File: src/rtl/exc_sequencer.sv
// Exception/interrupt entry-and-return sequencer between the M stage and CP0.
// Synchronises the external interrupt lines, arbitrates exception > interrupt > eret, then flushes.
module exc_sequencer #(
   parameter logic [31:0] HANDLER_PC   = 32'h0000_4180,
   parameter int          SYNC_STAGES  = 2,
   parameter logic [5:0]  EDGE_MASK    = 6'b000000,
   parameter int          FLUSH_CYCLES = 3
) (
   input  logic        clk,
   input  logic        reset,
   input  logic [5:0]  hw_irq,
   input  logic [5:0]  irq_clr,
   input  logic [5:0]  sr_im,
   input  logic        sr_ie,
   input  logic        sr_exl,
   input  logic [31:0] epc_in,
   input  logic        m_valid,
   input  logic [31:0] m_pc,
   input  logic        m_bd,
   input  logic        m_exc,
   input  logic [4:0]  m_exc_code,
   input  logic        m_eret,
   output logic [5:0]  hwint,
   output logic        cp0_take,
   output logic [5:0]  cp0_exc_code,
   output logic [31:0] cp0_pc,
   output logic        cp0_bd,
   output logic        cp0_exlclr,
   output logic        redirect_valid,
   output logic [31:0] redirect_pc,
   output logic        flush,
   output logic        busy
);
   localparam int CW = $clog2(FLUSH_CYCLES) + 1;

   typedef enum logic [1:0] {IDLE, ENTER, ERET, FLUSH} state_t;

   state_t        state, state_n;
   logic [CW-1:0] cnt, cnt_n;
   logic [5:0]    cap_code, cap_code_n;
   logic [31:0]   cap_pc, cap_pc_n;
   logic          cap_bd, cap_bd_n;

   logic [5:0]    sync_q [SYNC_STAGES];
   logic [5:0]    s, s_d, pend, rise;
   logic          int_ok;

   assign s     = sync_q[SYNC_STAGES-1];
   assign rise  = s & ~s_d;
   assign hwint = pend;

   // Edge lines: a fresh rising edge beats a simultaneous clear.
   always_ff @(posedge clk) begin
      if (!reset) begin
         for (int i = 0; i < SYNC_STAGES; i++) sync_q[i] <= '0;
         s_d  <= '0;
         pend <= '0;
      end else begin
         sync_q[0] <= hw_irq;
         for (int i = 1; i < SYNC_STAGES; i++) sync_q[i] <= sync_q[i-1];
         s_d  <= s;
         pend <= (EDGE_MASK & (rise | (pend & ~irq_clr))) | (~EDGE_MASK & s);
      end
   end

   assign int_ok = (|(pend & sr_im)) & sr_ie & ~sr_exl;

   always_ff @(posedge clk) begin
      if (!reset) begin
         state    <= IDLE;
         cnt      <= '0;
         cap_code <= '0;
         cap_pc   <= '0;
         cap_bd   <= 1'b0;
      end else begin
         state    <= state_n;
         cnt      <= cnt_n;
         cap_code <= cap_code_n;
         cap_pc   <= cap_pc_n;
         cap_bd   <= cap_bd_n;
      end
   end

   always_comb begin
      state_n        = state;
      cnt_n          = cnt;
      cap_code_n     = cap_code;
      cap_pc_n       = cap_pc;
      cap_bd_n       = cap_bd;
      cp0_take       = 1'b0;
      cp0_exc_code   = '0;
      cp0_pc         = '0;
      cp0_bd         = 1'b0;
      cp0_exlclr     = 1'b0;
      redirect_valid = 1'b0;
      redirect_pc    = '0;
      flush          = 1'b0;
      busy           = (state != IDLE);
      case (state)
         IDLE: begin
            // A bubble in M never takes an interrupt; it waits for a real instruction.
            if (m_valid) begin
               if (m_exc) begin
                  cap_code_n = {1'b1, m_exc_code};
                  cap_pc_n   = m_pc;
                  cap_bd_n   = m_bd;
                  state_n    = ENTER;
               end else if (int_ok) begin
                  cap_code_n = 6'd0;
                  cap_pc_n   = m_pc;
                  cap_bd_n   = m_bd;
                  state_n    = ENTER;
               end else if (m_eret) begin
                  state_n    = ERET;
               end
            end
         end
         ENTER: begin
            cp0_take       = 1'b1;
            cp0_exc_code   = cap_code;
            cp0_pc         = cap_pc;
            cp0_bd         = cap_bd;
            redirect_valid = 1'b1;
            redirect_pc    = HANDLER_PC;
            flush          = 1'b1;
            cnt_n          = CW'(FLUSH_CYCLES - 1);
            state_n        = FLUSH;
         end
         ERET: begin
            cp0_exlclr     = 1'b1;
            redirect_valid = 1'b1;
            redirect_pc    = epc_in;
            flush          = 1'b1;
            cnt_n          = CW'(FLUSH_CYCLES - 1);
            state_n        = FLUSH;
         end
         FLUSH: begin
            flush = 1'b1;
            if (cnt == '0) state_n = IDLE;
            else           cnt_n   = cnt - CW'(1);
         end
         default: state_n = IDLE;
      endcase
   end
endmodule

File: config.mk
export PLATFORM = sky130hd
export DESIGN_NAME = exc_sequencer
export DESIGN_NICKNAME = d
export VERILOG_FILES = /design/src/rtl/exc_sequencer.sv
export SDC_FILE = /design/constraint.sdc
export NUM_CORES = 1
export LEC_CHECK = 0
export ABC_AREA = 1
export CAP_MARGIN = 10
export CORE_ASPECT_RATIO = 0.7
export CORE_UTILIZATION = 27
export DETAILED_ROUTE_END_ITERATION = 12
export GPL_TIMING_DRIVEN = 1
export HOLD_SLACK_MARGIN = 0.03
export PLACE_DENSITY = 0.62
export SKIP_CTS_REPAIR_TIMING = 1
export SLEW_MARGIN = 0
export SYNTH_ARGS = -nofsm -noshare
export SYNTH_HDL_FRONTEND = slang
export SYNTH_SLANG_ARGS = --single-unit
File: constraint.sdc
create_clock -name clk -period 4.3 [get_ports clk]
set_input_delay 0.86 -clock clk [delete_from_list [all_inputs] [get_ports clk]]
set_output_delay 0.86 -clock clk [all_outputs]
set_load 0.02 [all_outputs]
Word-level counts from Yosys, hierarchy flattened:

Memory sizes are Yosys's and may differ from the RTL's. A register that Yosys moved wholly into a read port is not among the register bits.
Index checks and enable logic that the tools add are counted.

* flip-flop bits (word level): 44
* bits in writable memories: 12
* bits of input ports: 95
* output and inout port bits: 82
* word-level logic and storage cells: 58
* memories: 1

* add/sub/neg operators: 1
* eq/ne operators: 7
* multiplexer cells: 26
* bitwise operators: 6
* reduce and logical (&&, ||, !) cells: 12

Memory list
* sync_q: words 2, width 6, rd ports 2, clocked after Yosys merged registers in 1, wr ports 2, line 44 `logic [5:0] sync_q [SYNC_STAGES];`

Operators by type and width (count)
* 2-to-1 mux 32 bit: 3
* case mux 32 bit (2 select lines): 1
* 2-to-1 mux 6 bit: 5
* 2-to-1 mux 2 bit: 5
* 2-to-1 mux 1 bit: 9
* AND 6 bit: 1
* inequality test 2 bit (second input constant): 3
* case mux 2 bit (3 select lines): 1
* case mux 3 bit (2 select lines): 1
* AND reduction 3 bit: 2
* nonzero test 2 bit: 3
* OR reduction 6 bit: 1
* equality test 2 bit (second input constant): 2
* inequality test 4 bit (second input constant): 1
* logical NOT 3 bit: 1
* 2-to-1 mux 3 bit: 1
* OR reduction 3 bit: 1
* subtractor 3 x 1 -> 3 bit (second input constant): 1
* AND 1 bit: 2
* equality test 2 x 1 -> 1 bit (second input constant): 1
* logical NOT 2 bit: 1
* bitwise OR 1 bit: 2
* AND reduction 2 bit: 1
* OR reduction 2 bit: 1
* other kinds (2): 2

Logic depth before layout (Yosys ltp):

Gate-level depths: netlist of the first run.

* depth in word-level cells: 8
* depth in mapped cells: 11
* gate-level depth less buffers: 10

Worst setup path after synthesis of the first run:

Ideal clock, no wire load.

* path type: register -> output
* start: register state[0]
* end: output port redirect_pc[17]
* arrival: 1.674 ns
* required time: 3.440 ns
* path slack: 1.766 ns
* stages on the path, launching flop included: 7
* path buffers: 2
* path through: dfxtp_1 > inv_1 > ha_1 > nand2_1 > clkbuf_1 > buf_2 > nor2_1

* word-level cells in the longest chain between the ends: 2
* elaborated cells on any way between the ends: 3
* those cells by class: eq/ne: 2; mux: 1

RTL lines
* from (decl): line 38 `state_t state, state_n;`
* from (signal assigned): line 76 `state <= state_n;`
* equality test 2 bit / equality test 2 x 1 -> 1 bit (equally long branches): line 99 `case (state)`
* case mux 32 bit (2 select lines) (*): line 99
* to (decl): line 30 `output logic [31:0] redirect_pc,`

Every way passes the cells marked *; elsewhere a longest branch is shown, timed or not.

Worst setup path after layout of the first run:

* start: register state[1]
* end: output port redirect_pc[16]

The elaborated chain is that of the path after synthesis.

==> run metrics, run 1 <==
CTS tree built; max_cap viols 0; wire per inst 11.9 µm; gpl congestion 0.736; Sum Neg Setup Slack 0 ps; WP data required 3440 ps; initial antenna violation count 0; fmax about 270 MHz; RSZ-0062 raised after global routing false; synth warn 0; slowest stage delay, CP about 640 ps; GRT Total Usage 0.163; htree depth 3; WP data arrival between 2000 and 3000 ps; Post-Synth XOR/XNOR Area 0; die height approximately 90 µm; Synth Area in Compound Gates 0.0911; WHS Path Cells 2; #FFs+latches synth 62; Worst setup EP type output port; first-pass GRT wire length 15000 µm; post-synth top area share 0.417; worst rel slew slack 0.352; PwrDens 460 nW/µm²; slew of the pin with the lowest slew margin about 970 ps; Final setup violation count 0; post-layout min period ~3600 ps; mux cell area share after synthesis 0; type of the worst min-delay path flop to flop; port bufs 170; Clock transition at path regs 50 ps; CP Max Fanout 29; CP bufs+invs 2; Starting Density 0.282; Residual DRC 0; Static Leakage 2.45 nW; largest family of logic cells by synthesized area simple AND/OR/NAND/NOR gates; Avg Cell Area, Syn ~6.6 µm²; Critical-path top delay cell clkdlybuf4s50_1; Yosys cell types 19; Final HPWL DP 6580 µm; final hold vios 0; DR iter-0 viols about 110; Final ANT Viol Nets 0; Clock Tree Root clkbuf_16; vias in the first global route approximately 3200; mapped cell area 2980 µm²; Mapped Nets 550; Syn Inst Count between 400 and 500; worst r2r path cells 7; vias per cell 4.08; main area contributors after synthesis dfxtp_1, nand2_1, inv_1, nand3_1, a21oi_1; fraction of layout cells with a size suffix above 1 0.0669; IO Count 177; via count 3102; worst skew pair latency ~320 ps; clock buffer depth 2; placement row count 31; area delta synth->final 70.1%; Critical Path, Cell by Cell inv_1, ha_1, nand2_1, nor2_1, clkdlybuf4s50_1; CTS sink count between 60 and 70; critical path class flop to output port; startpoint types flop; largest net degree at the start of global routing 40; die area 11500 µm²; worst clock skew between 5 and 6 ps; Nets ~700; post-synthesis sequential area ratio 0.417; Pins Over Slew Limit 0; Core Region 10600 µm²; WHS Endpoint sync_q[1][1]; Post-Route WL 9070 µm; Pre-Repair DR Iteration Count 4; status finished, final reports clean; Die X 128 µm; biggest area consumer among synthesized cells dfxtp_1; worst r2r src state[1]; TritonCTS buffer count 9; area share of and/or/nand/nor cells after synthesis 0.297; final hold slack between 400 and 500 ps; Adder-Cell Fraction of Synth Area 0.0294; Final period util 0.847; reg-to-reg slack, setup 2080 ps; # diodes 0; hold path startpoint sync_q[0][1]; Worst VDD drop around 0.00018 V; cell family with most CP delay simple AND/OR/NAND/NOR gates; RR Endpoint cap_pc[7]; GRT overflow 0
## worst reg2reg max path, delay by kind of cell (launching register included)
kind	cells	cell delay (ps)
buffers and inverters	2	740
and+or+nand+nor	3	740
DFF	1	330
adders and majority gates	1	190
AOI/OAI and AO/OA	1	80
## power breakdown
| group | leakage [nW] | switching, mW | internal, mW |
|---|---|---|---|
| sequential | 0.507 | 0.0363 | 0.642 |
| clock | 0.141 | 0.239 | 0.458 |
| combinational | 1.81 | 0.562 | 0.394 |
## through the flow
stage	util	setup WS, ps	cells	power, mW	area (µm²)
global route	0.480	398	761	2.48	5070
global placement	0.453	1070	746	1.64	4780
floorplan	-	1770	448	1.25	2980
finish	0.480	660	761	2.33	5070
detailed placement	0.453	1010	746	1.65	4780
CTS	0.480	650	761	2.37	5070
## how the worst max path moves through the flow
stage	start	endpoint	slack, ps	cells past startpoint
global route	state[1]	redirect_pc[16]	400	5
global placement	state[1]	redirect_pc[31]	1070	5
floorplan	state[0]	redirect_pc[17]	1770	6
detailed placement	state[1]	redirect_pc[16]	1010	5
CTS	state[1]	redirect_pc[16]	650	5
finish	state[1]	redirect_pc[16]	660	5
## layout make-up
type | instances | area [µm²]
fillers | 1026 | 5480
repair buffers | 174 | 1730
multi-input cells | 262 | 1240
flip-flops and latches | 62 | 1240
inverters | 100 | 375
clock buffers | 11 | 243
well taps | 148 | 185
clock inverters | 4 | 47.5
## cell usage after synthesis
cell / number
buf_6: 1
buf_1: 3
buf_2: 8
clkbuf_1: 11
dfxtp_1: 62
nand2_2: 11
o21ai_0: 1
nand3b_1: 1
nor2_1: 38
a21oi_1: 33
nand2_1: 114
nand3_1: 43
nand2_4: 2
a21oi_2: 10
a211oi_1: 1
inv_1: 100
a31oi_1: 1
ha_1: 7
buf_8: 1
## cell usage in the layout, fill, tap and decap left out, drive strengths merged
| cell | instances |
|---|---|
| buf | 4 |
| nand3 | 43 |
| o21ai | 1 |
| clkbuf | 11 |
| dfxtp | 62 |
| nand3b | 1 |
| inv | 100 |
| a31oi | 1 |
| clkinvlp | 1 |
| a21oi | 43 |
| nand2 | 127 |
| a211oi | 1 |
| clkinv | 2 |
| nor2 | 38 |
| ha | 7 |
| bufinv | 1 |
| clkdlybuf4s50 | 170 |
## flip-flops by register name, summed over array words and instances, names as in the netlist
register and flops:
cap_pc 32, sync_q 12, cap_code 6, hwint 6
cnt 3, state 2, cap_bd 1
## kinds of logic (layout without fill, tap and decap cells)
group,after synthesis,count (layout)
and+or+nand+nor,209,209
buffers and inverters,124,289
DFF,62,62
AOI/OAI and AO/OA,46,46
adders and majority gates,7,7
## routing by layer
metal / global-route usage / share of wire / vias to the layer above
met1: 0.202 / 0.47 / 1367
li1: - / - / 1642
met4: 0.0476 / 0.013 / 0
met2: 0.271 / 0.46 / 83
met5: 0 / 0 / -
met3: 0.0500 / 0.057 / 10
No activity file was read; power rests on OpenSTA's default activity.
==> run 2: changes to the inputs <==
PLACE_DENSITY = 0.64   (was 0.62)
clock period = 2.9 ns   (was 4.3 ns; I/O delays follow)
==> run 2 against run 1 <==
- total power increased by 56%
- first-iteration DRC count up 33%
- sequential share of layout area is 0.37 points lower
- worst setup slack worse by 490 ps
- hold slack worse by 2.6 ps
- global-route usage is 0.36 points higher
- cell area up 1.5%
- utilization increased by 0.74 points
- via count is 1.3% higher
- clock power up 66%
- critical path type unchanged
- largest cell class unchanged
- largest power group unchanged
==> run metrics, run 2 (synthesis gave the netlist of run 1 again) <==
final hold vios 0; CP Max Fanout 32; Final WS setup 174 ps; # diodes 0; initial antenna violation count 0; cell family with most CP delay buffers and inverters; DR iter-0 viols 145; first-pass GRT wire length 15200 µm; critical path class flop to output port; placement row count 31; slew of the pin with the lowest slew margin 544 ps; Die X around 130 µm; CP bufs+invs 3; GRT overflow 0; RSZ-0062 raised after global routing false; Biggest register cap_pc; max layer used met4; IO Count 177; Worst path depth 6; Critical-path top delay cell clkdlybuf4s50_1; met2 WL post-DR 4170 µm; Post-Route WL 9040 µm; top flop regs cap_pc: 32 flops, sync_q: 12 flops; pre-CTS WS 505 ps; Placement Cell Area 4820 µm²; vias in the first global route 3132; Critical Path, Cell by Cell inv_1, ha_2, buf_12, nand2_1, nand2_1, clkdlybuf4s50_1; fmax between 300 and 400 MHz; worst r2r path cells 7; Static Leakage 2.50 nW; Sum Neg Setup Slack 0 ps; fin cells 765; Pins Over Slew Limit 0; Pre-Repair DR Iteration Count 4; worst clock skew 6.48 ps; die area roughly 11000 µm²; largest net degree at the start of global routing 40; commonest non-fill, non-tap cells in the layout clkdlybuf4s50_1, nand2_1, inv_1; PwrDens 708 nW/µm²; post-layout min period 2730 ps; GRT Total Usage 0.167; utilization after layout 0.488; Final ANT Viol Nets 0; max_cap viols 0; max reg flops 32; WP data required 2320 ps; TritonCTS buffer count 9; Final setup violation count 0; Design Area, Final 5140 µm²; worst skew pair latency 320 ps; Final HPWL DP between 6000 and 7000 µm; WP data arrival between 2000 and 2500 ps; wire per inst 11.8 µm; worst rel slew slack 0.637; clock buffer depth 2; startpoint types flop; reg-to-reg slack, setup 1070 ps; CTS sink count 62; die height 89.9 µm; area delta synth->final 72.7%; Clock transition at path regs 50 ps; metal3 WL 540 µm; hold path startpoint sync_q[0][5]; status finished, final reports clean; htree depth 3; Worst VDD drop 0.000292 V; Worst setup EP type output port; Final period util 0.940; Placed Cells 750; slowest stage delay, CP 590 ps; WHS Endpoint sync_q[1][5]; Clock Tree Root clkbuf_16; Residual DRC 0; Starting Density 0.282; gpl congestion 0.747; WL met1 between 4000 and 5000 µm; Nets 715; port bufs 170; via count approximately 3100; Core Region 10600 µm²; WHS Path Cells 2; type of the worst min-delay path flop to flop; commonest non-fill, non-tap cell in the layout clkdlybuf4s50_1; RR Endpoint cap_pc[21]; worst r2r src state[0]; fraction of layout cells with a size suffix above 1 0.0762; vias per cell 4.11; CTS tree built; most used cell, CP nand2_1
[run 2: cell count changes in the layout (fill, tap and decap cells not counted)]
| cell | previous run | this run |
|---|---|---|
| buf_12 | 0 | 1 |
| buf_4 | 4 | 7 |
| ha_1 | 7 | 6 |
| ha_2 | 0 | 1 |
| clkinvlp_4 | 1 | 0 |
| bufinv_16 | 1 | 2 |
| clkbuf_1 | 1 | 0 |
| clkbuf_8 | 1 | 2 |
[run 2: cell type report]
type | count | area, µm²
Tap cell | 148 | 185
Timing Repair Buffer | 178 | 1770
Sequential cell | 62 | 1240
Inverter | 100 | 375
Clock inverter | 4 | 70.1
Clock buffer | 11 | 253
Multi-Input combinational cell | 262 | 1250
Fill cell | 1064 | 5410
[run 2: through the flow]
stage	power, mW	hold WS, ps
2_1_floorplan	1.86	390
3_3_place_gp	2.48	393
3_5_place_dp	2.50	396
4_1_cts	3.68	407
5_1_grt	3.86	421
6_report	3.64	407
[run 2: worst min-delay path, stage by stage, from the launching register on]
cell and delay [ps]:
dfxtp_1 300, nand2_1 50, inv_1 40
[run 2: how the worst max path moves through the flow]
stage / startpoint / to / slack, ps
after floorplan: state[0] / redirect_pc[17] / 650
after global placement: epc_in[27] / redirect_pc[27] / 540
after detailed placement: state[0] / redirect_pc[17] / 500
after CTS: state[0] / redirect_pc[17] / 160
after global routing: state[0] / redirect_pc[30] / 20
final: state[1] / redirect_pc[8] / 170
[run 2: power breakdown]
part           internal (mW)  switching, mW
logic                  0.631          0.847
registers              0.952         0.0532
clock network          0.790          0.368
total                   2.37           1.27
[run 2: layer usage]
layer	vias to the layer above	track usage
met1	1370	0.213
met4	0	0.0595
li1	1654	-
met2	108	0.274
met3	10	0.0387
met5	-	0
